[src/rtl/hazard_scoreboard_ctrl.sv]
// rtl/hazard_scoreboard_ctrl.sv - register scoreboard with multi-cycle multiply tracking
// Optional macro WB_BYPASS_EN: hazards on registers cleared this cycle do not stall.
module hazard_scoreboard_ctrl #(
  parameter int MUL_LAT = 3
) (
  input  logic       clk,
  input  logic       rst,
  input  logic       ID_Valid,
  input  logic [2:0] ID_RS,
  input  logic [2:0] ID_RT,
  input  logic [2:0] ID_RD,
  input  logic       ID_RegWrite,
  input  logic       ID_IsMul,
  input  logic [2:0] WB_RD,
  input  logic       WB_RegWrite,
  output logic       PC_Hold,
  output logic       IF_ID_Hold,
  output logic       ID_EX_Flush,
  output logic       Mul_Done,
  output logic [2:0] Mul_RD,
  output logic       Mul_Busy
);

  typedef enum logic {IDLE, BUSY} state_t;

  localparam logic [3:0] RELOAD = 4'(MUL_LAT - 1);

  state_t     state, state_nxt;
  logic [3:0] cnt, cnt_nxt;
  logic [2:0] mul_rd_nxt;
  logic [7:0] pending, pending_nxt;
  logic [7:0] set_vec, clr_vec, hazard_vec;
  logic       raw, waw, structural, stall, issue, mul_issue;

  assign Mul_Busy = (state == BUSY);
  assign Mul_Done = (state == BUSY) && (cnt == 4'd0);

  always_comb begin
    clr_vec = '0;
    if (WB_RegWrite) clr_vec[WB_RD] = 1'b1;
    if (Mul_Done)    clr_vec[Mul_RD] = 1'b1;
  end

`ifdef WB_BYPASS_EN
  assign hazard_vec = pending & ~clr_vec;
`else
  assign hazard_vec = pending;
`endif

  // pending[0] is held at zero, so register 0 never produces a hit here.
  assign raw        = hazard_vec[ID_RS] | hazard_vec[ID_RT];
  assign waw        = (ID_RegWrite | ID_IsMul) & hazard_vec[ID_RD] & (ID_RD != 3'd0);
  assign structural = ID_IsMul & Mul_Busy & ~Mul_Done;
  assign stall      = ID_Valid & (raw | waw | structural);
  assign issue      = ID_Valid & ~stall;
  assign mul_issue  = issue & ID_IsMul;

  assign PC_Hold     = stall;
  assign IF_ID_Hold  = stall;
  assign ID_EX_Flush = stall;

  always_comb begin
    set_vec = '0;
    if (issue && (ID_RegWrite || ID_IsMul) && (ID_RD != 3'd0)) set_vec[ID_RD] = 1'b1;
    // A set applied after the clear lets a same-cycle set win.
    pending_nxt    = (pending & ~clr_vec) | set_vec;
    pending_nxt[0] = 1'b0;
  end

  always_comb begin
    state_nxt  = state;
    cnt_nxt    = cnt;
    mul_rd_nxt = Mul_RD;
    case (state)
      IDLE: begin
        if (mul_issue) begin
          state_nxt  = BUSY;
          cnt_nxt    = RELOAD;
          mul_rd_nxt = ID_RD;
        end
      end
      BUSY: begin
        if (cnt == 4'd0) begin
          if (mul_issue) begin
            cnt_nxt    = RELOAD;
            mul_rd_nxt = ID_RD;
          end else begin
            state_nxt = IDLE;
          end
        end else begin
          cnt_nxt = cnt - 4'd1;
        end
      end
      default: state_nxt = IDLE;
    endcase
  end

  always_ff @(posedge clk) begin
    if (rst) begin
      state   <= IDLE;
      cnt     <= 4'd0;
      Mul_RD  <= 3'd0;
      pending <= 8'd0;
    end else begin
      state   <= state_nxt;
      cnt     <= cnt_nxt;
      Mul_RD  <= mul_rd_nxt;
      pending <= pending_nxt;
    end
  end

endmodule

[config.mk]
export PLATFORM = sky130hd
export DESIGN_NAME = hazard_scoreboard_ctrl
export DESIGN_NICKNAME = d
export VERILOG_FILES = /design/src/rtl/hazard_scoreboard_ctrl.sv
export SDC_FILE = /design/constraint.sdc
export NUM_CORES = 1
export LEC_CHECK = 0
export BUFFER_PORTS_ARGS = -buffer_cell sky130_fd_sc_hd__buf_2
export CORE_MARGIN = 10
export CORE_UTILIZATION = 59
export CTS_BUF_LIST = sky130_fd_sc_hd__clkbuf_4 sky130_fd_sc_hd__clkbuf_8
export DETAILED_ROUTE_END_ITERATION = 6
export GPL_TIMING_DRIVEN = 0
export PLACE_DENSITY = 0.95
export SLEW_MARGIN = 40
export SYNTH_ARGS = -nofsm -noshare
export SYNTH_HDL_FRONTEND = slang
export SYNTH_SLANG_ARGS = --single-unit
export TNS_END_PERCENT = 5
[constraint.sdc]
create_clock -name clk -period 2.58 [get_ports clk]
set_input_delay 0.258 -clock clk [delete_from_list [all_inputs] [get_ports clk]]
set_output_delay 0.258 -clock clk [all_outputs]
set_load 0.05 [all_outputs]
Yosys cells after proc, flatten, opt, wreduce, memory -nomap -nowiden
Index checks and enable logic that the tools add are counted.
{"block": "word_totals", "register_bits": 16, "latchBits": 0, "mem_bits_rw": 0, "romBits": 0, "inputBits": 18, "output_inout_bits": 8, "elab_cells": 66, "memories": 0}
{"block": "op_classes", "n_addsub": 1, "mul": 0, "div_mod_pow": 0, "magnitude_cmp": 8, "n_eq_ne": 1, "shift": 0, "n_mux": 24, "bitwise": 18, "reduce_logical": 9}
{"cell": "8-bit two-way mux", "count": 3}
{"cell": "3-bit by 4-bit < comparator with 1-bit output (second input constant)", "count": 5}
{"cell": "8-bit OR", "count": 2}
{"cell": "1-bit binary-select mux with 3-bit select", "count": 3}
{"cell": "1-bit demux with 3-bit select", "count": 3}
{"cell": "3-bit by 1-bit >= comparator with 1-bit output (second input constant)", "count": 3}
{"cell": "8-bit AND", "count": 1}
{"cell": "1-bit two-way mux", "count": 8}
{"cell": "4-bit two-way mux", "count": 2}
{"cell": "8-bit NOT", "count": 1}
{"cell": "4-bit case mux with 2 select lines", "count": 1}
{"cell": "1-bit AND", "count": 7}
{"cell": "1-bit logical AND", "count": 6}
{"cell": "3-bit two-way mux", "count": 2}
{"cell": "3-bit case mux with 2 select lines", "count": 1}
{"cell": "4-bit logical NOT", "count": 1}
{"cell": "1-bit OR", "count": 4}
{"cell": "4-bit by 1-bit subtractor with 4-bit output (second input constant)", "count": 1}
{"cell": "1-bit NOT", "count": 3}
{"cell": "3-bit nonzero test", "count": 1}
{"cell": "2-bit by 1-bit inequality test with 1-bit output (second input constant)", "count": 1}
{"cell": "1-bit case mux with 2 select lines", "count": 1}
{"cell": "1-bit logical OR", "count": 1}

Longest topological paths before layout
Gate-level depths: netlist of the first run.
{"block": "logic_depth", "depth_word": 13, "depth_mapped": 8, "depth_no_buf": 7}

Worst setup path before layout of the first run
Ideal clock, no wire load.
{"block": "synth_timing", "path_kind": "register to output", "start": "register state, in the netlist Mul_Busy", "end": "output port IF_ID_Hold", "t_arrival_ns": 2.204, "path_slack_ns": 0.118, "stages_incl_launch_ff": 6, "n_path_buf": 1, "path_cell_list": "dfxtp_1 -> nand3_1 -> o2111ai_4 -> nor2_1 -> nor2_1 -> buf_4"}
{"block": "synth_via", "elab_chain_len": 5}
{"element": "start: declaration", "line": "28", "rtl": "state_t state, state_nxt;"}
{"element": "start signal: assignment", "line": "105", "rtl": "state <= state_nxt;"}
{"element": "1-bit logical AND", "line": "36", "rtl": "assign Mul_Done = (state == BUSY) && (cnt == 4'd0);"}
{"element": "1-bit NOT", "line": "53", "rtl": "assign structural = ID_IsMul & Mul_Busy & ~Mul_Done;"}
{"element": "1-bit AND (*)", "line": "53"}
{"element": "1-bit OR (*)", "line": "54", "rtl": "assign stall = ID_Valid & (raw | waw | structural);"}
{"element": "1-bit AND (*)", "line": "54"}
{"element": "end: declaration", "line": "17", "rtl": "output logic IF_ID_Hold,"}
Every way passes the cells marked *; elsewhere a longest branch is shown, timed or not.

Final worst setup path of the first run
{"block": "layout_timing", "start": "register cnt[0]", "end": "output port IF_ID_Hold"}
{"block": "layout_via", "elab_chain_len": 6}
{"element": "start: declaration", "line": "29", "rtl": "logic [3:0] cnt, cnt_nxt;"}
{"element": "start signal: assignment", "line": "106", "rtl": "cnt <= cnt_nxt;"}
{"element": "4-bit logical NOT", "line": "36"}
{"element": "1-bit logical AND", "line": "36"}
{"element": "1-bit NOT", "line": "53"}
{"element": "1-bit AND", "line": "53"}
{"element": "1-bit OR", "line": "54"}
{"element": "1-bit AND", "line": "54"}
Every way passes these cells.

==> results.py, run 1 <==
metrics = {
    "timing": {
        "hold_slack_ns": 0.200,
        "rsz0062_at_grt": "false",
        "fin_skew_ns": 0.00522,
        "maxSlewHeadroom_pct": 58.0,
        "fmax_mhz": 416,
        "slew_violations": 0,
        "tns_ns": 0,
        "setup_viol": 0,
        "period_needed_ns": 2.40,
        "worst-slew-pin-transition_ns": 0.629,
        "finalHoldViolCount": 0,
        "finalCritPeriodShare_pct": 93.1,
    },
    "route": {
        "drt_iter0_drc": 68,
        "drc_errors": 0,
        "viasPerCell": 6.02,
        "detailroute.via_count": 1042,
        "ant_nets": 0,
        "wl_per_cell_um": 16.3,
        "firstDrtPassIters": 4,
        "totalWireLength_um": 2820,
    },
    "place": {
        "dpl.hpwl_um": 2210,
        "port_buffers": 23,
        "place_congestion": 0.889,
        "dp_cells": 169,
    },
    "power_and_ir_drop": {
        "p_total_mw": 0.556,
        "vdd_drop_max_uv": 372,
        "p_leak_nw": 0.492,
        "cellPowerDensity_mw_per_mm2": 440,
    },
    "synth": {
        "async_flop_share_pct": 0,
        "synth_cell_types": 38,
        "synth.avg_cell_area_um2": 9.00,
        "syn_inst": 121,
        "synth_edf_count": 0,
        "seq_area_frac_synth_pct": 27.6,
        "ys_ff_latch": 15,
        "synth_fp_nets": 141,
        "syn_area_mm2": 0.00109,
        "synthFlopType": "dfxtp_1",
        "yosysWarnings": 0,
    },
    "global_routing": {
        "overflow": 0,
        "grt_usage_pct": 14.5,
        "antenna_found_initial": 0,
        "grt_pass1_wl_um": 4900,
        "grt_max_degree": 11,
        "grt_pass1_vias": 1086,
    },
    "cts": {
        "cts_buffers": 3,
        "cts_resized": 0,
        "cts_buffer_depth": 2,
        "cts_setup_buffers": 0,
        "h-tree-depth": 1,
        "clkTransAtPathRegs_ns": 0.09,
        "cts_root_buf": "clkbuf_4",
        "cts_tree": "done",
        "insertion_delay_ns": 0.29,
        "cts_hold_buf": 0,
        "clkSinkCount": 15,
    },
    "floorplan": {
        "core.rowCount": 15,
        "die_area_mm2": 0.00396,
        "core_region_area_mm2": 0.00175,
        "fp.dieW_um": 63.0,
        "io_pins": 26,
        "dieHeight_um": 63.0,
        "initial_utilization_pct": 62.4,
    },
    "worst_hold_path": {
        "hold_class": "in -> reg",
    },
    "worst_setup_path": {
        "end_kind": "primary output",
        "cp-start-kind": "register",
        "path_class": "reg -> out",
        "cp.required_ns": 2.32,
        "crit_fanout": 5,
        "arrival_ns": 2.14,
    },
    "run_status": {
        "run_status": "completed",
    },
    "final_layout": {
        "fillers": 136,
        "area_growth_pct": 16.2,
        "drive_gt1_share_pct": 27.0,
        "diodes": 0,
        "final_nets": 169,
        "fin_cells": 173,
    },
    "run": {
        "maxCapViolations": 0,
    },
}
-- cell families (layout without fill, tap and decap cells) --
group / after synthesis / count (layout) / synth area share (%)
compound gates: 28 / 28 / 21.5
mux: 15 / 15 / 16.2
fa+ha+maj: 2 / 2 / 2.30
flops: 15 / 15 / 27.6
simple gates: 52 / 52 / 27.9
buf+inv: 9 / 36 / 4.48
-- cells in the final DEF, fill, tap and decap left out, types with 5 or more instances in the layout --
cell      instances
mux2i_1          12
nor2b_1           6
buf_2            23
nand2b_1         10
nand2_1          11
o21ai_0           6
dfxtp_1          15
o221ai_1          5
-- path summary, 6_finish.rpt --
| kind | startpoint | end | slack [ns] | depth (start not counted) |
|---|---|---|---|---|
| worst max register to register | cnt[0]$_SDFF_PP0_ | Mul_RD[1]$_SDFFE_PP0P_ | 0.60 | 7 |
| worst min register to register | Mul_RD[0]$_SDFFE_PP0P_ | Mul_RD[0]$_SDFFE_PP0P_ | 0.54 | 2 |
| worst max-delay path | cnt[0]$_SDFF_PP0_ | IF_ID_Hold | 0.18 | 9 |
| worst min-delay path | ID_RD[1] | hazard_vec[4]$_SDFF_PP0_ | 0.20 | 2 |
-- registers in the layout (all words and copies together) (netlist names) --
| signal | cells |
|---|---|
| Mul_RD | 3 |
| hazard_vec | 7 |
| cnt | 4 |
| Mul_Busy | 1 |
-- critical path, cell delays in order, from the launching register on --
cell	delay (ns)
dfxtp_1	0.33
inv_1	0.10
ha_1	0.16
or3b_4	0.40
nand3_1	0.16
o2111ai_4	0.18
nor2_1	0.12
nor2_1	0.07
buf_4	0.13
buf_2	0.20
-- synth_stat cells, drive strengths merged (2+ instances only) --
library cell  instances  area [um^2]
nor3                  5         36.3
o221ai                5         43.8
or2b                  4         31.3
o31ai                 3         22.5
o32ai                 2         17.5
buf                   3         26.3
mux2i                12          120
or3                   4         25.0
a21oi                 3         15.0
nand3                 2         10.0
nor2b                 6         37.5
nor2                  4         15.0
nand2                11         41.3
o21ai                 7         46.3
nand2b               10         62.6
nor3b                 2         15.0
mux4                  2         45.0
inv                   4         15.0
clkbuf                2         7.51
ha                    2         25.0
dfxtp                15          300
-- final cells by class --
| cell class | instances | area, um^2 | area share [%] |
|---|---|---|---|
| Multi-Input combinational cell | 97 | 739 | 58.5 |
| Sequential cell | 15 | 300 | 23.7 |
| Inverter | 4 | 15.0 | 1.19 |
| Timing Repair Buffer | 23 | 115 | 9.10 |
| Buffer | 5 | 33.8 | 2.67 |
| Clock buffer | 4 | 30.0 | 2.37 |
| Tap cell | 25 | 31.3 | 2.47 |
-- metal layers --
layer,share of wire [%],track usage (%)
met4,1.3,5.59
met5,0,0
met1,43,16.8
met2,46,24.9
met3,9.1,3.58
-- power by group --
group	leakage, nW	switching (mW)	internal, mW
Sequential	0.122	0.0125	0.242
Clock	0.0184	0.0806	0.0708
Combinational	0.352	0.0913	0.0590
-- metrics by stage --
step,area [um^2],util [%],setup slack (ns)
finish,1260,72.5,0.178
global route,1260,72.5,0.0144
CTS,1260,72.5,0.187
detailed placement,1230,70.8,0.512
global placement,1230,70.8,0.568
floorplan,1090,-,0.118
Power figures use the tool's default switching activity.
==> run 2: changes to the inputs <==
--- a/config.mk
+++ b/config.mk
@@ -5,9 +5,10 @@
 export SDC_FILE = /design/constraint.sdc
 export NUM_CORES = 1
 export LEC_CHECK = 0
-export BUFFER_PORTS_ARGS = -buffer_cell sky130_fd_sc_hd__buf_2
+export ABC_AREA = 1
+export BUFFER_PORTS_ARGS = -buffer_cell sky130_fd_sc_hd__buf_4
 export CORE_MARGIN = 10
-export CORE_UTILIZATION = 59
+export CORE_UTILIZATION = 60
 export CTS_BUF_LIST = sky130_fd_sc_hd__clkbuf_4 sky130_fd_sc_hd__clkbuf_8
 export DETAILED_ROUTE_END_ITERATION = 6
 export GPL_TIMING_DRIVEN = 0
==> results.py, run 2 <==
metrics = {
    "synth": {
        "synth_compound_area_share_pct": 16.2,
        "synthXorXnorAreaFrac_pct": 0.740,
        "syn_area_mm2": 0.00118,
        "synthAdderAreaFrac_pct": 2.11,
        "synth_most_common_cell": "nand2_1",
        "synthTopCellsByCount": "nand2_1 (32), inv_1 (27), nand3_1 (27), nor2_1 (23)",
        "synth_cell_types": 30,
        "ys_ff_latch": 15,
        "synth_fp_nets": 208,
        "synth.avg_cell_area_um2": 6.30,
        "seq_area_frac_synth_pct": 25.4,
        "async_flop_share_pct": 0,
        "synth_mux_area_share_pct": 0,
        "synth_top_family_by_area": "simple AND/OR/NAND/NOR gates",
        "yosysWarnings": 0,
        "syn_inst": 188,
        "yosysTopAreaCellShare_pct": 25.4,
        "synth_edf_count": 0,
        "synthFlopType": "dfxtp_1",
        "synth.area.top_cells": "dfxtp_1 (25%), nand3_1 (11%), nand2_1 (10%)",
        "yosys.area_share.simple_pct": 40.9,
        "synth_top_area_cell": "dfxtp_1",
    },
    "cts": {
        "clkTransAtPathRegs_ns": 0.10,
        "cts_buffer_depth": 2,
        "cts_hold_buf": 0,
        "cts_setup_buffers": 0,
        "cts_buffers": 3,
        "insertion_delay_ns": 0.28,
        "cts_resized": 0,
        "cts_root_buf": "clkbuf_4",
        "clkSinkCount": 15,
        "cts_tree": "done",
        "h-tree-depth": 1,
    },
    "place": {
        "placed_area_mm2": 0.00140,
        "dpl.hpwl_um": 2560,
        "place_congestion": 0.862,
        "port_buffers": 24,
    },
    "route": {
        "totalWireLength_um": 3140,
        "drc_errors": 0,
        "detailroute.via_count": 1291,
        "drt_iter0_drc": 78,
        "wl_per_cell_um": 12.9,
        "ant_nets": 0,
        "firstDrtPassIters": 4,
        "viasPerCell": 5.31,
    },
    "final_layout": {
        "layout.area.seq_um2": 300,
        "multiInputGateArea_um2": 709,
        "area_growth_pct": 20.6,
        "drive_gt1_share_pct": 25.9,
        "final_common_cell": "nand2_1",
        "final_nets": 237,
        "design_area_mm2": 0.00143,
        "fillers": 163,
        "diodes": 0,
        "largest_reg_flops": 7,
        "final_cell_mix": "nand2_1 (32), inv_1 (27), nand3_1 (27)",
    },
    "power_and_ir_drop": {
        "p_leak_nw": 0.707,
        "vdd_drop_max_uv": 403,
        "cellPowerDensity_mw_per_mm2": 404,
    },
    "timing": {
        "fmax_mhz": 474,
        "finalHoldViolCount": 0,
        "setup_viol": 0,
        "slew_violations": 0,
        "period_needed_ns": 2.11,
        "maxSlewHeadroom_pct": 71.0,
        "finalCritPeriodShare_pct": 81.7,
        "tns_ns": 0,
        "fin_skew_ns": 0.000621,
        "rsz0062_at_grt": "false",
        "worst-slew-pin-transition_ns": 0.435,
    },
    "floorplan": {
        "io_pins": 26,
        "core.rowCount": 16,
        "initial_utilization_pct": 61.6,
        "core_region_area_mm2": 0.00192,
        "die_area_mm2": 0.00415,
        "fp.dieW_um": 64.4,
        "dieHeight_um": 64.4,
    },
    "worst_setup_path": {
        "worstPathCellList": "inv_1 > ha_1 > nand3_1 > nand3_1 > nand2_1 > nor2_2 > nand3_2 > nand2_1 > inv_1 > buf_4 > buf_4",
        "crit_fanout": 3,
        "critical-path-max-stage-delay_ns": 0.33,
        "path_class": "reg -> out",
        "arrival_ns": 1.85,
        "end_kind": "primary output",
        "cp.required_ns": 2.32,
        "cp-start-kind": "register",
        "worst_path_max_delay_cell": "dfxtp_1",
    },
    "global_routing": {
        "antenna_found_initial": 0,
        "grt_pass1_vias": 1313,
        "overflow": 0,
        "grt_usage_pct": 15.0,
        "grt_pass1_wl_um": 5320,
        "grt_max_degree": 11,
    },
    "run_status": {
        "run_status": "completed",
    },
    "worst_hold_path": {
        "hold_class": "in -> reg",
    },
    "run": {
        "maxCapViolations": 0,
    },
}
## run 2: routing by layer
layer | vias up | global-route usage (%) | wire length, um
met3 | 4 | 3.09 | 188
met4 | 0 | 4.55 | 36
li1 | 667 | - | -
met2 | 46 | 27.1 | 1620
met1 | 574 | 17.3 | 1290
met5 | - | 0 | 0
## run 2: cell families after synthesis
group / count (synthesis)
AOI/OAI and AO/OA: 30
xor gates and xnor gates: 1
adders and majority gates: 2
buffers and inverters: 40
DFF: 15
and+or+nand+nor: 100
## run 2: metrics by stage
| step | util [%] | power, mW | setup WS (ns) | cells | hold WS (ns) |
|---|---|---|---|---|---|
| 3_3_place_gp | 72.7 | 0.425 | 0.855 | 239 | 0.439 |
| 2_1_floorplan | - | 0.372 | 0.581 | 188 | 0.426 |
| 6_report | 74.3 | 0.577 | 0.471 | 243 | 0.280 |
| 5_1_grt | 74.3 | 0.606 | 0.308 | 243 | 0.292 |
| 3_5_place_dp | 72.7 | 0.432 | 0.780 | 239 | 0.463 |
| 4_1_cts | 74.3 | 0.574 | 0.465 | 243 | 0.279 |
## run 2: worst paths after layout
kind / startpoint / endpoint / slack [ns] / depth (start not counted)
max: cnt[0]$_SDFF_PP0_ / IF_ID_Hold / 0.47 / 11
min: rst / Mul_RD[0]$_SDFFE_PP0P_ / 0.28 / 4
max reg2reg: cnt[0]$_SDFF_PP0_ / Mul_RD[1]$_SDFFE_PP0P_ / 0.89 / 11
min reg2reg: cnt[0]$_SDFF_PP0_ / cnt[0]$_SDFF_PP0_ / 0.49 / 1
## run 2: power by group
group	internal, mW	switching (mW)	total, mW
clock network	0.0705	0.0796	0.150
registers	0.239	0.00712	0.246
logic	0.0642	0.117	0.181
total	0.374	0.204	0.577
## run 2: cell type report
cell class | instances | share of cell area (%)
multi-input cells | 133 | 49.7
plain buffers | 5 | 2.45
flip-flops and latches | 15 | 21.0
well taps | 27 | 2.37
repair buffers | 24 | 12.6
clock buffers | 4 | 2.10
inverters | 35 | 9.73
## run 2: critical path, delay by kind of cell, from the launching register on
kind	cells	cell delay [ns]
fa+ha+maj	1	0.16
simple gates	6	0.61
flops	1	0.33
buf+inv	4	0.46
==> run 3: changes to the inputs <==
--- a/config.mk
+++ b/config.mk
@@ -8,11 +8,11 @@
 export ABC_AREA = 1
 export BUFFER_PORTS_ARGS = -buffer_cell sky130_fd_sc_hd__buf_4
 export CORE_MARGIN = 10
-export CORE_UTILIZATION = 60
+export CORE_UTILIZATION = 50
 export CTS_BUF_LIST = sky130_fd_sc_hd__clkbuf_4 sky130_fd_sc_hd__clkbuf_8
 export DETAILED_ROUTE_END_ITERATION = 6
 export GPL_TIMING_DRIVEN = 0
-export PLACE_DENSITY = 0.95
+export PLACE_DENSITY = 0.88
 export SLEW_MARGIN = 40
 export SYNTH_ARGS = -nofsm -noshare
 export SYNTH_HDL_FRONTEND = slang
==> constraint.sdc (replaced) <==
create_clock -name clk -period 1.9 [get_ports clk]
set_input_delay 0.19 -clock clk [delete_from_list [all_inputs] [get_ports clk]]
set_output_delay 0.19 -clock clk [all_outputs]
set_load 0.05 [all_outputs]
==> results.py, run 3 (same netlist as run 2, synthesis figures left out) <==
metrics = {
    "cts": {
        "cts_root_buf": "clkbuf_4",
        "h-tree-depth": 1,
        "clkSinkCount": 15,
        "cts_hold_buf": 0,
        "cts_tree": "done",
        "cts_buffers": 3,
        "insertion_delay_ns": 0.28,
        "clkTransAtPathRegs_ns": 0.10,
        "cts_buffer_depth": 2,
    },
    "power_and_ir_drop": {
        "p_int_mw": 0.522,
        "p_sw_mw": 0.281,
        "switching_share_pct": 35.0,
        "power_frac_seq_pct": 41.8,
        "p_leak_nw": 0.734,
        "cellPowerDensity_mw_per_mm2": 533,
        "vdd_drop_max_uv": 623,
        "power_frac_comb_pct": 33.2,
        "clock_power_share_pct": 25.0,
    },
    "route": {
        "met2_length_um": 1340,
        "route.met3.wl_um": 207,
        "dr.max_layer_used": "met3",
        "viasPerCell": 5.20,
        "totalWireLength_um": 3000,
        "detailroute.via_count": 1284,
        "wl_per_cell_um": 12.1,
        "firstDrtPassIters": 4,
        "drc_errors": 0,
        "ant_nets": 0,
        "wirelength_met1_um": 1450,
        "drt_iter0_drc": 76,
    },
    "timing": {
        "slew_violations": 0,
        "setup_viol": 0,
        "fin_skew_ns": 0.0100,
        "fmax_mhz": 546,
        "postLayoutSetupSlackWorst_ns": 0.0670,
        "worst-slew-pin-transition_ns": 0.499,
        "maxSlewHeadroom_pct": 66.7,
        "hold_slack_ns": 0.214,
        "period_needed_ns": 1.83,
        "finalCritPeriodShare_pct": 96.5,
        "finalHoldViolCount": 0,
    },
    "worst_hold_path": {
        "min_delay_path_depth": 4,
        "hold_class": "in -> reg",
        "holdPathEnd": "hazard_vec[1]$_SDFF_PP0_",
        "holdCritStartpoint": "ID_RD[2]",
    },
    "worst_setup_path": {
        "arrival_ns": 1.64,
        "worst_r2r_path_depth": 11,
        "worstReg2RegStart": "cnt[0]$_SDFF_PP0_",
        "path_class": "reg -> out",
        "crit_fanout": 3,
        "rrSetupSlack_ns": 0.23,
        "end_kind": "primary output",
        "cp-start-kind": "register",
        "startpoint": "cnt[0]$_SDFF_PP0_",
        "cp.required_ns": 1.71,
        "rr_endpoint": "hazard_vec[2]$_SDFF_PP0_",
    },
    "floorplan": {
        "initial_utilization_pct": 53.0,
        "dieHeight_um": 68.7,
        "core_region_area_mm2": 0.00223,
        "core.rowCount": 17,
        "io_pins": 26,
        "die_area_mm2": 0.00471,
        "fp.dieW_um": 68.7,
    },
    "final_layout": {
        "fillers": 214,
        "utilization_pct": 67.3,
        "largest_reg_flops": 7,
        "final_common_cell": "nand2_1",
        "fin_cells": 247,
        "layout.area.seq_um2": 307,
        "area_growth_pct": 27.1,
        "diodes": 0,
        "final_cell_mix": "nand2_1 (30), buf_4 (27), nand3_1 (25)",
        "final_nets": 240,
        "multiInputGateArea_um2": 744,
        "drive_gt1_share_pct": 32.0,
    },
    "place": {
        "port_buffers": 24,
        "place_congestion": 0.859,
        "dpl.hpwl_um": 2330,
        "dp_slack_ns": 0.195,
        "dp_cells": 240,
    },
    "run_status": {
        "run_status": "completed",
    },
    "global_routing": {
        "overflow": 0,
        "grt_usage_pct": 12.7,
        "grt_max_degree": 11,
        "antenna_found_initial": 0,
        "grt_pass1_vias": 1113,
        "grt_pass1_wl_um": 4800,
    },
    "run": {
        "maxCapViolations": 0,
    },
}
[run 3: cell types whose count changed in the layout (fill, tap and decap cells not counted), sizes merged]
cell	delta
buf	+3
[run 3: worst max-delay path, stage by stage (launching register included)]
cell	delay, ns
dfxtp_2	0.34
inv_2	0.08
ha_4	0.14
nand3_4	0.07
nand3_2	0.09
nand2_2	0.06
nor2_2	0.10
nand3_2	0.09
nand2_2	0.08
inv_2	0.04
buf_4	0.13
buf_8	0.14
[run 3: cell type report]
class / instances / share of cell area, %
sequential: 15 / 20.4
inverter: 35 / 9.23
tap: 28 / 2.33
timing repair buffer: 27 / 14.2
buffer: 5 / 2.33
clock buffer: 4 / 2.00
multi-input combinational: 133 / 49.5
[run 3: per-stage QoR]
step	area, um^2	setup TNS (ns)	power, mW
CTS	1460	0	0.785
global placement	1400	0	0.582
floorplan	1180	0	0.505
global route	1500	-0.0662	0.841
finish	1500	0	0.802
detailed placement	1400	0	0.585
[run 3: repair_timing]
item	4_1_cts	5_1_grt
resized for setup	7	9
pin swaps	0	3
buffers inserted	1	2
setup endpoints to repair	3	3
[run 3: worst max-delay path by stage]
stage / end / slack, ns / cells after the start
finish: PC_Hold / 0.07 / 11
detailed placement: IF_ID_Hold / 0.19 / 11
global route: PC_Hold / -0.04 / 11
floorplan: IF_ID_Hold / 0.06 / 10
CTS: IF_ID_Hold / 0.04 / 11
global placement: IF_ID_Hold / 0.23 / 11
[run 3: power groups by stage]
stage	registers, mW	clock network (mW)	logic (mW)
final	0.335	0.201	0.267
after global routing	0.336	0.211	0.294
after CTS	0.336	0.197	0.252
after detailed placement	0.343	0	0.242
after global placement	0.342	0	0.240
after floorplan	0.358	0	0.147
[run 3: metal layers]
layer	global-route usage, %	vias to the layer above
met5	0	-
met3	3.06	0
met4	1.51	0
met2	20.0	39
met1	17.6	577
li1	-	668
